`src/rtl/input_conditioner_pkg.sv`:
```
// Shared types and defaults for the two-channel input conditioner.
// Debounce FSM states and parameter defaults live here.
package input_conditioner_pkg;

  typedef enum logic [1:0] {
    LOW,
    CHK_HIGH,
    HIGH,
    CHK_LOW
  } deb_state_t;

  localparam int N_DEF             = 4;
  localparam int STABLE_CYCLES_DEF = 10;

endpackage

```
`src/rtl/input_conditioner_debounce_channel.sv`:
```
// One conditioning channel: 2-flop synchroniser, debounce FSM,
// and registered one-cycle rise/fall pulses.
module debounce_channel
  import input_conditioner_pkg::*;
#(
  parameter int N             = N_DEF,
  parameter int STABLE_CYCLES = STABLE_CYCLES_DEF
) (
  input  logic clk,
  input  logic rst,
  input  logic raw,
  output logic level,
  output logic rise,
  output logic fall,
  output logic checking
);

  if (STABLE_CYCLES < 1 || STABLE_CYCLES > (2**N) - 1) begin : g_bad
    $error("STABLE_CYCLES out of range for counter width N");
  end

  localparam logic [N-1:0] LAST = N'(STABLE_CYCLES - 1);

  logic         s1;
  logic         s2;
  deb_state_t   state_q;
  deb_state_t   state_d;
  logic [N-1:0] cnt_q;
  logic [N-1:0] cnt_d;
  logic         rise_d;
  logic         fall_d;

  always_ff @(posedge clk or negedge rst) begin
    if (!rst) begin
      s1      <= 1'b0;
      s2      <= 1'b0;
      state_q <= LOW;
      cnt_q   <= '0;
      rise    <= 1'b0;
      fall    <= 1'b0;
    end else begin
      s1      <= raw;
      s2      <= s1;
      state_q <= state_d;
      cnt_q   <= cnt_d;
      rise    <= rise_d;
      fall    <= fall_d;
    end
  end

  // A CHK_* state falls back on the first sample that disagrees.
  always_comb begin
    state_d = state_q;
    cnt_d   = cnt_q;
    rise_d  = 1'b0;
    fall_d  = 1'b0;
    unique case (state_q)
      LOW: begin
        if (s2) begin
          state_d = CHK_HIGH;
          cnt_d   = '0;
        end
      end
      CHK_HIGH: begin
        if (!s2) begin
          state_d = LOW;
        end else if (cnt_q == LAST) begin
          state_d = HIGH;
          rise_d  = 1'b1;
        end else begin
          cnt_d = cnt_q + 1'b1;
        end
      end
      HIGH: begin
        if (!s2) begin
          state_d = CHK_LOW;
          cnt_d   = '0;
        end
      end
      CHK_LOW: begin
        if (s2) begin
          state_d = HIGH;
        end else if (cnt_q == LAST) begin
          state_d = LOW;
          fall_d  = 1'b1;
        end else begin
          cnt_d = cnt_q + 1'b1;
        end
      end
      default: state_d = LOW;
    endcase
  end

  assign level    = (state_q == HIGH) || (state_q == CHK_LOW);
  assign checking = (state_q == CHK_HIGH) || (state_q == CHK_LOW);

endmodule

```
`src/rtl/input_conditioner.sv`:
```
// Two independent debounced channels driving top.A / top.B,
// with a combined busy flag.
module input_conditioner
  import input_conditioner_pkg::*;
#(
  parameter int N             = N_DEF,
  parameter int STABLE_CYCLES = STABLE_CYCLES_DEF
) (
  input  logic clk,
  input  logic rst,
  input  logic a_raw,
  input  logic b_raw,
  output logic A,
  output logic B,
  output logic a_rise,
  output logic a_fall,
  output logic b_rise,
  output logic b_fall,
  output logic busy
);

  logic a_chk;
  logic b_chk;

  debounce_channel #(
    .N(N),
    .STABLE_CYCLES(STABLE_CYCLES)
  ) u_a (
    .clk     (clk),
    .rst     (rst),
    .raw     (a_raw),
    .level   (A),
    .rise    (a_rise),
    .fall    (a_fall),
    .checking(a_chk)
  );

  debounce_channel #(
    .N(N),
    .STABLE_CYCLES(STABLE_CYCLES)
  ) u_b (
    .clk     (clk),
    .rst     (rst),
    .raw     (b_raw),
    .level   (B),
    .rise    (b_rise),
    .fall    (b_fall),
    .checking(b_chk)
  );

  assign busy = a_chk | b_chk;

endmodule

```
`config.mk`:
```
export PLATFORM = sky130hd
export DESIGN_NAME = input_conditioner
export DESIGN_NICKNAME = d
export VERILOG_FILES = /design/src/rtl/input_conditioner_pkg.sv /design/src/rtl/input_conditioner_debounce_channel.sv /design/src/rtl/input_conditioner.sv
export SDC_FILE = /design/constraint.sdc
export NUM_CORES = 1
export LEC_CHECK = 0
export CORE_MARGIN = 2
export CORE_UTILIZATION = 45
export CTS_CLUSTER_SIZE = 25
export DETAILED_ROUTE_END_ITERATION = 10
export GPL_TIMING_DRIVEN = 0
export PLACE_DENSITY = 0.69
export SYNTH_ARGS = -nofsm -noshare
export SYNTH_HDL_FRONTEND = slang
export SYNTH_SLANG_ARGS = --single-unit
```
`constraint.sdc`:
```
create_clock -name clk -period 1.8 [get_ports clk]
set_input_delay 0.18 -clock clk [delete_from_list [all_inputs] [get_ports clk]]
set_output_delay 0.18 -clock clk [all_outputs]
set_load 0.005 [all_outputs]
```
==> flow_summary.toml <==
[outcome]
status = "complete, no violations"

[critical_path]
cpMaxStageDelayCell = "dfrtp_1"
ff2ff_setup_slack_ns = 0.22
slowest_delay_ns = 0.48
cp-start-kind = "register"
crit_required_ns = 1.62
cp-end-kind = "primary output"
path_max_fanout = 10
rr_endpoint = "u_a.cnt_q[1]$_DFFE_PN0P_"
crit_arrival_ns = 1.54
rr_startpoint = "u_a.cnt_q[0]$_DFFE_PN0P_"
path_class = "reg -> out"
crit_chain = "or2_2 > clkdlybuf4s50_1"
reg2regPathDepth = 4

[job]
maxCapViolCount = 0

[route]
drc = 0
firstDrtPassIters = 4
wl_um = 1280
num_vias = 571
drt_iter0_drc = 13
wl_per_cell_um = 11.5
ant_nets = 0
viasPerCell = 5.14

[cts]
cts_buffers = 3
clk_latency_ns = 0.29
cts_sinks = 20
ctsResizeCount = 0
cts_tree = "done"
cts_root_buf = "clkbuf_4"
cts_setup_buffers = 0
cts_buffer_depth = 2
path_clk_slew_ns = 0.10
htreeDepth = 1
cts_hold_buf = 0

[power_and_ir_drop]
leakage_nw = 0.461
max-vdd-ir-drop_uv = 583
powerDensity_nw_per_um2 = 1170

[synthesis]
synth-xor-area-share_pct = 3.03
synth.net_count = 82
synth_warnings = 0
yosys.area_share.adder_pct = 5.77
yosysUniqueCellTypes = 21
synth_compound_area_share_pct = 3.17
synth_area_sq_um = 867
synth-seq-cells = 20
synth_top_family_by_area = "simple AND/OR/NAND/NOR gates"
synth_mux_area_share_pct = 5.05
syn-instance-count = 74
yosysSeqAreaShare_pct = 57.7
syn_area_per_cell_sq_um = 11.7
yosys.area_share.simple_pct = 22.7

[floorplanning]
dieWidth_um = 47.9
start_util_pct = 49.1
pin_count = 11
fp-row-count = 15
die-area_sq_um = 2290
coreArea_sq_um = 1760
die_y_um = 47.9

[grt]
overflow = 0
grt_max_degree = 21
grt_pass1_wl_um = 2140
antenna_found_initial = 0
grt_pass1_vias = 532
track_usage_pct = 13.7

[timing]
setup_slack_ns = 0.0814
finalSetupTns_ns = 0
slew_violations = 0
setup_viol = 0
max_slew_margin_pct = 43.4
hold_viol = 0
worst_pin_slew_ns = 0.847
grt_setup_unrepaired = "no"
fmax_ghz = 0.582
skew_ns = 0.00219
period_share_pct = 95.5
min_period_ns = 1.72

[min_path]
whs_path_depth = 1
hp-start = "b_raw"
holdPathEnd = "u_b.s1$_DFF_PN0_"
hold_path.class = "in -> reg"

[cells_and_area]
fin_nets = 96
n_fill_cell = 156
drive_above_1_share_pct = 8.14
syn_to_final_growth_pct = 17.3
antenna_cells = 0

[placed_design]
gp_congestion = 0.672
numPortBuffers = 10
pre_cts_ws_ns = 0.253
place_hpwl_um = 905
## through the flow
stage	power, W	hold slack [ns]	utilization, %	area [sq um]	std cells
detailed placement	0.00101	0.338	56.6	998	109
floorplan	0.000878	-0.116	-	867	74
CTS	0.00121	0.312	57.7	1020	111
global placement	0.000988	0.334	56.6	998	109
finish	0.00119	0.322	57.7	1020	111
global route	0.00128	0.317	57.7	1020	111
## registers in the layout (all words and copies together), names as in the netlist, named ones only
register / cells
u_a.cnt_q: 4
u_b.state_q: 1
u_b.cnt_q: 4
u_a.fall: 1
u_a.s2: 1
u_a.s1: 1
u_b.fall: 1
u_b.s1: 1
u_a.state_q: 1
u_b.rise: 1
u_b.s2: 1
u_a.rise: 1
## cells in the final DEF (no fill, tap or decap)
cell,Yosys,layout
a21oi_1,1,1
and3b_1,1,1
clkbuf_1,3,2
clkbuf_4,0,3
clkdlybuf4s50_1,0,10
dfrtp_1,20,20
ha_1,4,4
inv_1,3,3
mux2_2,3,3
mux2i_1,1,1
nand2_1,8,8
nand2b_1,1,1
nand3_1,8,8
nand4b_1,1,1
nor2b_1,3,3
nor3b_1,4,4
o21ai_0,3,3
o31ai_1,1,1
or2_2,1,1
or4_1,1,1
or4b_1,4,4
xnor2_1,2,2
xor2_1,1,1
## Yosys cell counts
| master | number | area, sq um |
|---|---|---|
| and3b_1 | 1 | 8.76 |
| o31ai_1 | 1 | 7.51 |
| o21ai_0 | 3 | 15.0 |
| or4b_1 | 4 | 40.0 |
| mux2i_1 | 1 | 10.0 |
| mux2_2 | 3 | 33.8 |
| nand2_1 | 8 | 30.0 |
| nor3b_1 | 4 | 30.0 |
| xor2_1 | 1 | 8.76 |
| dfrtp_1 | 20 | 500 |
| nand4b_1 | 1 | 8.76 |
| or2_2 | 1 | 6.26 |
| ha_1 | 4 | 50.1 |
| inv_1 | 3 | 11.3 |
| nor2b_1 | 3 | 18.8 |
| clkbuf_1 | 3 | 11.3 |
| nand3_1 | 8 | 40.0 |
| xnor2_1 | 2 | 17.5 |
| a21oi_1 | 1 | 5.00 |
| nand2b_1 | 1 | 6.26 |
| or4_1 | 1 | 7.51 |
## report_power, final
part,switching [W],internal (W)
clock network,0.000123,0.0000777
logic,0.000136,0.000188
registers,0.000123,0.000547
## critical path, delay by kind of cell, from the launching register on
| kind | cells | cell delay (ns) |
|---|---|---|
| DFF | 1 | 0.48 |
| buffers and inverters | 1 | 0.44 |
| and+or+nand+nor | 1 | 0.33 |
## per-layer routing
metal  up-vias  global-route usage, %  wire [um]
li1        286                      -          -
met1       268                   16.2        607
met2        15                   22.9        591
met4         0                   8.11         10
met5         -                      0          0
met3         2                   2.64         65
## cells by family after synthesis
| logic type | count (synthesis) |
|---|---|
| buf+inv | 6 |
| simple gates | 32 |
| compound gates | 5 |
| fa+ha+maj | 4 |
| mux | 4 |
| xor+xnor | 3 |
| flops | 20 |
## how the worst max path moves through the flow
stage	startpoint	end	slack, ns	depth (start not counted)
2_1_floorplan	u_a.cnt_q[0]$_DFFE_PN0P_	u_a.cnt_q[0]$_DFFE_PN0P_	0.35	4
3_3_place_gp	u_a.cnt_q[0]$_DFFE_PN0P_	u_a.cnt_q[0]$_DFFE_PN0P_	0.29	4
3_5_place_dp	u_a.cnt_q[0]$_DFFE_PN0P_	u_a.cnt_q[1]$_DFFE_PN0P_	0.25	4
4_1_cts	u_a.state_q[0]$_DFFE_PN0P_	busy	0.07	2
5_1_grt	u_a.state_q[0]$_DFFE_PN0P_	busy	0.005	2
6_report	u_a.state_q[0]$_DFFE_PN0P_	busy	0.08	2
## layout make-up
class	count	area (sq um)	share of cell area, %
repair buffers	10	100	9.84
clock buffers	3	22.5	2.21
well taps	25	31.3	3.08
inverters	3	11.3	1.11
plain buffers	2	7.51	0.738
flip-flops and latches	20	500	49.2
multi-input cells	48	344	33.8
Power figures use the tool's default switching activity.
